<file path="config.mk">
export PLATFORM = sky130hd
export DESIGN_NAME = regfile_wb_arbiter
export DESIGN_NICKNAME = d
export VERILOG_FILES = /design/src/rtl/regfile_pkg.sv /design/src/rtl/wb_fifo.sv /design/src/rtl/regfile_wb_arbiter.sv
export SDC_FILE = /design/constraint.sdc
export NUM_CORES = 1
export LEC_CHECK = 0
export ABC_CLOCK_PERIOD_IN_PS = 5080
export CORE_MARGIN = 2
export CORE_UTILIZATION = 59
export DETAILED_ROUTE_END_ITERATION = 6
export DONT_BUFFER_PORTS = 1
export PLACE_DENSITY = 0.75
export SKIP_CTS_REPAIR_TIMING = 1
export SLEW_MARGIN = 20
export SYNTH_ARGS = -nofsm -noshare
export SYNTH_HDL_FRONTEND = slang
export SYNTH_HIERARCHICAL = 1
export SYNTH_SLANG_ARGS = --single-unit
</file>
<file path="constraint.sdc">
create_clock -name clk -period 5.08 [get_ports clk]
set_input_delay 0.762 -clock clk [delete_from_list [all_inputs] [get_ports clk]]
set_output_delay 0.762 -clock clk [all_outputs]
set_load 0.05 [all_outputs]
</file>
<file path="src/rtl/regfile_pkg.sv">
// Shared definitions for the register-file writeback arbiter: width defaults,
// the hard-wired zero register and the requester identifiers.
package regfile_pkg;

  localparam int DATA_W_DEF = 32;
  localparam int ADDR_W_DEF = 5;
  localparam int REG_ZERO   = 0;

  typedef enum logic [0:0] {
    REQ_ALU = 1'b0,
    REQ_MEM = 1'b1
  } req_id_e;

endpackage

</file>
<file path="src/rtl/wb_fifo.sv">
// Per-requester writeback queue: circular buffer of {addr, data} entries with
// per-slot valid bits so the owner can build a pending-write mask.
module wb_fifo
  import regfile_pkg::*;
#(
  parameter int DATA_W = DATA_W_DEF,
  parameter int ADDR_W = ADDR_W_DEF,
  parameter int DEPTH  = 2
) (
  input  logic                     clk,
  input  logic                     rst_n,
  input  logic                     push,
  input  logic [ADDR_W-1:0]        push_addr,
  input  logic [DATA_W-1:0]        push_data,
  input  logic                     pop,
  output logic                     full,
  output logic                     empty,
  output logic [ADDR_W-1:0]        head_addr,
  output logic [DATA_W-1:0]        head_data,
  output logic [DEPTH*ADDR_W-1:0]  ent_addr,
  output logic [DEPTH-1:0]         ent_valid
);

  localparam int PTR_W = $clog2(DEPTH);

  logic [ADDR_W-1:0] addr_r [DEPTH];
  logic [DATA_W-1:0] data_r [DEPTH];
  logic [DEPTH-1:0]  valid_r;
  logic [DEPTH-1:0]  valid_next_s;
  logic [PTR_W-1:0]  wr_ptr_r;
  logic [PTR_W-1:0]  rd_ptr_r;
  logic              push_s;
  logic              pop_s;

  // A full queue refuses a push even if it is popped on the same edge.
  assign full   = &valid_r;
  assign empty  = ~|valid_r;
  assign push_s = push & ~full;
  assign pop_s  = pop & ~empty;

  assign head_addr = addr_r[rd_ptr_r];
  assign head_data = data_r[rd_ptr_r];
  assign ent_valid = valid_r;

  for (genvar g = 0; g < DEPTH; g++) begin : g_ent
    assign ent_addr[g*ADDR_W +: ADDR_W] = addr_r[g];
  end

  // Slot occupancy after this edge: pop frees the head, push claims the tail.
  always_comb begin
    valid_next_s = (valid_r & ~(DEPTH'(pop_s) << rd_ptr_r)) | (DEPTH'(push_s) << wr_ptr_r);
  end

  // Pointer and occupancy registers.
  always_ff @(posedge clk or negedge rst_n) begin
    if (!rst_n) begin
      valid_r  <= '0;
      wr_ptr_r <= '0;
      rd_ptr_r <= '0;
    end else begin
      valid_r <= valid_next_s;
      if (push_s) wr_ptr_r <= wr_ptr_r + PTR_W'(1);
      if (pop_s)  rd_ptr_r <= rd_ptr_r + PTR_W'(1);
    end
  end

  // Entry storage.
  always_ff @(posedge clk or negedge rst_n) begin
    if (!rst_n) begin
      for (int i = 0; i < DEPTH; i++) begin
        addr_r[i] <= '0;
        data_r[i] <= '0;
      end
    end else if (push_s) begin
      addr_r[wr_ptr_r] <= push_addr;
      data_r[wr_ptr_r] <= push_data;
    end
  end

endmodule

</file>
<file path="src/rtl/regfile_wb_arbiter.sv">
// Shares the single register-file write port between the ALU and load
// writeback paths through two queues and a round-robin arbiter.
module regfile_wb_arbiter
  import regfile_pkg::*;
#(
  parameter int DATA_W     = DATA_W_DEF,
  parameter int ADDR_W     = ADDR_W_DEF,
  parameter int FIFO_DEPTH = 2
) (
  input  logic                 clk,
  input  logic                 rst_n,
  input  logic                 alu_valid,
  output logic                 alu_ready,
  input  logic [ADDR_W-1:0]    alu_addr,
  input  logic [DATA_W-1:0]    alu_data,
  input  logic                 mem_valid,
  output logic                 mem_ready,
  input  logic [ADDR_W-1:0]    mem_addr,
  input  logic [DATA_W-1:0]    mem_data,
  output logic                 rf_we,
  output logic [ADDR_W-1:0]    rf_waddr,
  output logic [DATA_W-1:0]    rf_wdata,
  output logic [2**ADDR_W-1:0] pend_mask,
  output logic                 busy
);

  localparam int NREG = 2**ADDR_W;

  logic                         alu_full_s, alu_empty_s, alu_pop_s;
  logic                         mem_full_s, mem_empty_s, mem_pop_s;
  logic [ADDR_W-1:0]            alu_head_addr_s, mem_head_addr_s;
  logic [DATA_W-1:0]            alu_head_data_s, mem_head_data_s;
  logic [FIFO_DEPTH*ADDR_W-1:0] alu_ent_addr_s, mem_ent_addr_s;
  logic [FIFO_DEPTH-1:0]        alu_ent_valid_s, mem_ent_valid_s;
  logic [NREG-1:0]              pend_s;
  req_id_e                      last_grant_r;
  logic                         rf_we_r;
  logic [ADDR_W-1:0]            rf_waddr_r;
  logic [DATA_W-1:0]            rf_wdata_r;

  assign alu_ready = ~alu_full_s;
  assign mem_ready = ~mem_full_s;

  wb_fifo #(.DATA_W(DATA_W), .ADDR_W(ADDR_W), .DEPTH(FIFO_DEPTH)) u_alu_q (
    .clk       (clk),
    .rst_n     (rst_n),
    .push      (alu_valid),
    .push_addr (alu_addr),
    .push_data (alu_data),
    .pop       (alu_pop_s),
    .full      (alu_full_s),
    .empty     (alu_empty_s),
    .head_addr (alu_head_addr_s),
    .head_data (alu_head_data_s),
    .ent_addr  (alu_ent_addr_s),
    .ent_valid (alu_ent_valid_s)
  );

  wb_fifo #(.DATA_W(DATA_W), .ADDR_W(ADDR_W), .DEPTH(FIFO_DEPTH)) u_mem_q (
    .clk       (clk),
    .rst_n     (rst_n),
    .push      (mem_valid),
    .push_addr (mem_addr),
    .push_data (mem_data),
    .pop       (mem_pop_s),
    .full      (mem_full_s),
    .empty     (mem_empty_s),
    .head_addr (mem_head_addr_s),
    .head_data (mem_head_data_s),
    .ent_addr  (mem_ent_addr_s),
    .ent_valid (mem_ent_valid_s)
  );

  // Round-robin pick: on a tie the requester not granted last wins.
  always_comb begin
    alu_pop_s = 1'b0;
    mem_pop_s = 1'b0;
    case ({alu_empty_s, mem_empty_s})
      2'b00: begin
        alu_pop_s = (last_grant_r == REQ_MEM);
        mem_pop_s = (last_grant_r == REQ_ALU);
      end
      2'b01:   alu_pop_s = 1'b1;
      2'b10:   mem_pop_s = 1'b1;
      default: begin
        alu_pop_s = 1'b0;
        mem_pop_s = 1'b0;
      end
    endcase
  end

  // Write port register; writes to the zero register are popped but dropped.
  always_ff @(posedge clk or negedge rst_n) begin
    if (!rst_n) begin
      last_grant_r <= REQ_MEM;
      rf_we_r      <= 1'b0;
      rf_waddr_r   <= '0;
      rf_wdata_r   <= '0;
    end else if (alu_pop_s) begin
      last_grant_r <= REQ_ALU;
      rf_we_r      <= (alu_head_addr_s != ADDR_W'(REG_ZERO));
      rf_waddr_r   <= alu_head_addr_s;
      rf_wdata_r   <= alu_head_data_s;
    end else if (mem_pop_s) begin
      last_grant_r <= REQ_MEM;
      rf_we_r      <= (mem_head_addr_s != ADDR_W'(REG_ZERO));
      rf_waddr_r   <= mem_head_addr_s;
      rf_wdata_r   <= mem_head_data_s;
    end else begin
      rf_we_r <= 1'b0;
    end
  end

  // Pending-write mask over both queues plus the write currently on the port.
  always_comb begin
    pend_s = '0;
    for (int i = 0; i < FIFO_DEPTH; i++) begin
      pend_s = pend_s | (NREG'(alu_ent_valid_s[i]) << alu_ent_addr_s[i*ADDR_W +: ADDR_W]);
      pend_s = pend_s | (NREG'(mem_ent_valid_s[i]) << mem_ent_addr_s[i*ADDR_W +: ADDR_W]);
    end
    pend_s    = pend_s | (NREG'(rf_we_r) << rf_waddr_r);
    pend_s[0] = 1'b0;
  end

  assign pend_mask = pend_s;
  assign rf_we     = rf_we_r;
  assign rf_waddr  = rf_waddr_r;
  assign rf_wdata  = rf_wdata_r;
  assign busy      = ~alu_empty_s | ~mem_empty_s | rf_we_r;

endmodule

</file>
# ---- After elaboration in Yosys (flattened, before gate mapping)
# Index checks and enable logic that the tools add are counted.
dict set report classes {
  n_reduce_logical 12
  bitwise_logic 23
  muxes 34
  magnitude_cmp 6
  addsub 4
  eq_ne 2
  shift 9
}
# cell n
set ops {}
lappend ops {{2-to-1 mux 32 bit} 10}
lappend ops {{<< shifter 1 x 5 -> 32 bit} 5}
lappend ops {{bitwise mux 64 bit} 2}
lappend ops {{OR 32 bit} 4}
lappend ops {{demux 32 bit (select 1 bit)} 2}
lappend ops {{2-to-1 mux 5 bit} 10}
lappend ops {{bitwise mux 10 bit} 2}
lappend ops {{demux 5 bit (select 1 bit)} 2}
lappend ops {{nonzero test 5 bit} 2}
lappend ops {{>= comparator 2 bit (second input constant)} 4}
lappend ops {{NOT 1 -> 2 bit} 4}
lappend ops {{<< shifter 1 x 1 -> 2 bit} 4}
lappend ops {{adder 1 bit (second input constant)} 4}
lappend ops {{AND 1 bit} 4}
lappend ops {{AND 2 bit} 2}
lappend ops {{less-than comparator 2 x 1 -> 1 bit (second input constant)} 2}
lappend ops {{2-to-1 mux 1 bit} 4}
lappend ops {{NOT 2 bit} 2}
lappend ops {{OR 2 bit} 2}
lappend ops {{case mux 1 bit (2 select lines)} 2}
lappend ops {{AND reduction 2 bit} 2}
lappend ops {{OR reduction 2 bit} 2}
lappend ops {{NOT 1 bit} 3}
lappend ops {{== test 2 x 1 -> 1 bit (second input constant)} 1}
lappend ops {{other kinds (6)} 9}
dict set report word_totals {
  regBits 195
  input_bits 78
}

# ---- Logic depth before layout (Yosys ltp)
dict set report depth {
  word_depth 9
  ltp_mapped 10
}

# ---- Hierarchy
# The synthesis kept the hierarchy.
# module cells_each area_per_inst_um2 n_inst
set by_module_without_submodules {}
lappend by_module_without_submodules {wb_fifo 214 3468.3 2}
lappend by_module_without_submodules {regfile_wb_arbiter 400 3514.6 1}

# ---- Worst setup path before layout
# OpenSTA, ideal clock, no wires.
dict set report synth_path {
  path_type {reg2out}
  from {register rf_waddr_r[0] (netlist: rf_waddr[0])}
  to {output port pend_mask[18]}
  n_path_buf 1
  slack_ns 2.488
  required_time_ns 4.318
  arrival_time_ns 1.830
  path_stages_with_launch 5
  cell_sequence {dfrtp_1 > buf_4 > nand4b_2 > o32ai_1 > or4_1}
}
dict set report synth_between {
  elab_chain_cells 2
}
# item line_no
set synth_rtl {}
lappend synth_rtl {{from (decl)} regfile_wb_arbiter.sv:38} ;# logic [ADDR_W-1:0] rf_waddr_r;
lappend synth_rtl {{from (signal assigned)} regfile_wb_arbiter.sv:102} ;# rf_waddr_r <= alu_head_addr_s;
lappend synth_rtl {{from (signal assigned)} regfile_wb_arbiter.sv:107} ;# rf_waddr_r <= mem_head_addr_s;
lappend synth_rtl {{<< shifter 1 x 5 -> 32 bit} regfile_wb_arbiter.sv:121} ;# pend_s = pend_s | (NREG'(rf_we_r) << rf_waddr_r);
lappend synth_rtl {{OR 32 bit} regfile_wb_arbiter.sv:121}
lappend synth_rtl {{to (decl)} regfile_wb_arbiter.sv:23} ;# output logic [2**ADDR_W-1:0] pend_mask,
# No other way between the ends.

# ---- Final worst setup path
dict set report layout_path {
  from {register u_alu_q.valid_r[0] (netlist: u_alu_q/ent_valid[0])}
  to {output port pend_mask[12]}
}
dict set report layout_between {
  elab_chain_cells 5
}
# item line_no
set layout_rtl {}
lappend layout_rtl {{from (decl)} wb_fifo.sv:28} ;# logic [DEPTH-1:0] valid_r;
lappend layout_rtl {{from (signal assigned)} wb_fifo.sv:61} ;# valid_r <= valid_next_s;
lappend layout_rtl {{<< shifter 1 x 5 -> 32 bit} regfile_wb_arbiter.sv:118} ;# pend_s = pend_s | (NREG'(alu_ent_valid_s[i]) << alu_ent_addr_s[i*ADDR_W +: ADDR_W]);
lappend layout_rtl {{OR 32 bit} regfile_wb_arbiter.sv:119} ;# pend_s = pend_s | (NREG'(mem_ent_valid_s[i]) << mem_ent_addr_s[i*ADDR_W +: ADDR_W]);
lappend layout_rtl {{OR 32 bit} regfile_wb_arbiter.sv:118}
lappend layout_rtl {{OR 32 bit} regfile_wb_arbiter.sv:119}
lappend layout_rtl {{OR 32 bit} regfile_wb_arbiter.sv:121}
# No other way between the ends.

==> metrics.txt <==
Post-Syn Instances between 800 and 900; Cell Area, Synth 10450 µm²; Filler cells 1333; DRT Wirelength between 20000 and 30000 µm; drt via density about 6.8; Max Cap Viol 0; Yosys cell types 42; # diodes 0; post-synthesis sequential element count 195; Port Buf Inserts 0; CTS tree done; drt initial violations a little over 600; Worst EP required 4.32 ns; RSZ-0062 raised after global routing no; Min-Delay Path Class in -> async; power per cell area 854.0 nW/µm²; number of global-route vias before repair between 7000 and 8000; synthesis warning total 6; WP data arrival approximately 2.6 ns; initial core utilization roughly three fifths; Critical Path, Cell by Cell nor4b_1 > a32oi_1 > nand3_1; Post-DP HPWL ~18000 µm; Worst VDD drop approximately 0.00041 V; core region area 17300 µm²; post-synth top area share between 40% and 50%; TNS Setup 0 ns; final setup violation count 0; area leader, netlist dfrtp_1; CP max-delay cell nor4b_1; final net count around 870; Setup crit end kind primary output; CP startpoint kind register; Final Cycle Share between 60% and 70%; die width 137.1 µm; Max Buffers Root-to-Sink 2; global-route wire length before repair 42190 µm; Primary FF master, synth dfrtp_1; multi-input combinational cell area approximately 5200 µm²; DR pass1 iterations 5; Post-route DRC 0; critical path class reg -> out; Worst Clk Skew 0.01234 ns; final hold viol count 0; layout cell share with drive strength beyond 1 38.79%; clock buffer count from CTS 17; largest net degree at the start of global routing 196; syn nets roughly 910; Rel. slew slack around 28%; crit-path max FO 13; io pins 151; height of the die ~140 µm; clock slew at reported path FFs approximately 0.08 ns; antenna-violating nets left 0; outcome completed; Final Max Slew Viols 0; root buf cell clkbuf_16; die area about 19000 µm²; Layout area overhead 5.376%; sequential share of the synthesized area 46.70%; Design Power 9.405 mW; clk sinks 195; most frequent cell after synthesis dfrtp_1; Tmin final ~3.3 ns; Pleak roughly 4.5 nW; main area contributors after synthesis dfrtp_1 (46%), mux2_2 (19%), mux2_4 (5.5%); syn avg cell area about 13 µm²; fmax 0.3008 GHz; hold slack roughly 0.018 ns; top cells by count, synth dfrtp_1 (194), mux2_2 (180), nand2_1 (60); slowest stage delay, CP 0.84 ns; Overflow after GRT 0; placer congestion estimate slightly above 0.9; Post-synth ARST share 100.0%; Storage cell area approximately 5000 µm²; Slew @ Worst Pin 1.076 ns; initial antenna violation count 0; FF-to-FF path depth 5; Final WS setup about 1.8 ns; row count 48; Clk Latency, worst-skew pair 0.43 ns; EDFF count, synth 0; Vias about 7000; average wire per standard cell around 26 µm; GRT Total Usage 29.42%; dpl ws about 2.3 ns; htree depth 4
where the power goes:
group          switching (mW)  internal (mW)
combinational            2.09           2.06
clock                   0.625          0.709
sequential               1.55           2.37
worst max-delay path, delay by kind of cell (launching register included):
kind	cells	cell delay [ns]
AOI/OAI and AO/OA	1	0.21
DFF	1	0.60
and+or+nand+nor	2	1.32
kinds of logic after synthesis:
group | after synthesis | share of synthesized area, %
multiplexers | 259 | 28.83
AND/OR/NAND/NOR | 205 | 12.07
flip-flops | 195 | 46.70
AO/OA/AOI/OAI | 105 | 8.560
buffers and inverters | 59 | 3.472
XOR/XNOR | 4 | 0.3352
other | 1 | 0.03588
final timing paths:
check	start	endpoint	slack [ns]
setup / recovery	u_alu_q/ent_valid[0]	pend_mask[12]	1.76
hold / removal	rst_n	u_mem_q/data_r[58]	0.02
setup reg to reg	u_alu_q/ent_valid[1]	rf_wdata[2]	2.19
hold reg to reg	u_mem_q/data_r[42]	u_mem_q/data_r[42]	0.49
max in group asynchronous	rst_n	u_mem_q/data_r[49]	4.44
min in group clk	mem_data[9]	u_mem_q/data_r[41]	0.46
cell type report:
cell class / count / area share, %
clock buffer: 18 / 3.988
clock inverter: 12 / 1.272
inverter: 5 / 0.1704
multi-input combinational: 574 / 47.44
sequential: 195 / 44.34
tap: 225 / 2.556
timing repair buffer: 3 / 0.2272
per-layer routing:
layer  GRT usage, %  share of wire, %  up-vias
met4          6.644               1.3        0
met2          46.38                47      275
met5              0                 0        -
met3          7.963               7.9       31
met1          40.87                43     3626
li1               -                 -     3070
through the flow:
| stage | cells | instance area (µm²) | util (%) |
|---|---|---|---|
| 4_1_cts | 1031 | 11000 | 63.61 |
| 6_report | 1032 | 11010 | 63.67 |
| 3_3_place_gp | 1001 | 10420 | 60.26 |
| 5_1_grt | 1032 | 11010 | 63.67 |
| 3_5_place_dp | 1001 | 10420 | 60.26 |
| 2_1_floorplan | 828 | 10450 | - |
state kept, by name, summed over array words and instances, names as in the netlist:
| name | count |
|---|---|
| u_mem_q/wr_ptr_r | 1 |
| u_alu_q/ent_valid | 2 |
| u_mem_q/ent_valid | 2 |
| u_alu_q/data_r | 64 |
| u_mem_q/data_r | 64 |
| u_mem_q/ent_addr | 10 |
| rf_we | 1 |
| u_mem_q/rd_ptr_r | 1 |
| rf_waddr | 5 |
| u_alu_q/ent_addr | 10 |
| u_alu_q/rd_ptr_r | 1 |
| last_grant_r | 1 |
| u_alu_q/wr_ptr_r | 1 |
| rf_wdata | 32 |
cells in the final DEF, fill, tap and decap left out, types with 3 or more instances in the layout:
cell and instances:
o221a_1 5, o22ai_1 24, dfrtp_1 192, nand2b_1 11, nor4b_1 5, mux2i_1 37, nand4b_1 13, nand4_1 7
o221a_2 32, and4bb_2 15, nor2_1 18, o32ai_1 4, nand2_1 60, a22oi_1 24, inv_1 5, and2_1 4
mux2_2 180, nand3_1 21, inv_8 6, nor3_1 12, a32oi_1 4, clkbuf_16 17, clkinv_4 3, mux2_1 4
or3_1 12, nor2b_1 10, mux2_4 38, o21ai_0 8, xnor2_1 4, or4_1 6
Note: power is estimated with default switching activity, not from simulation.
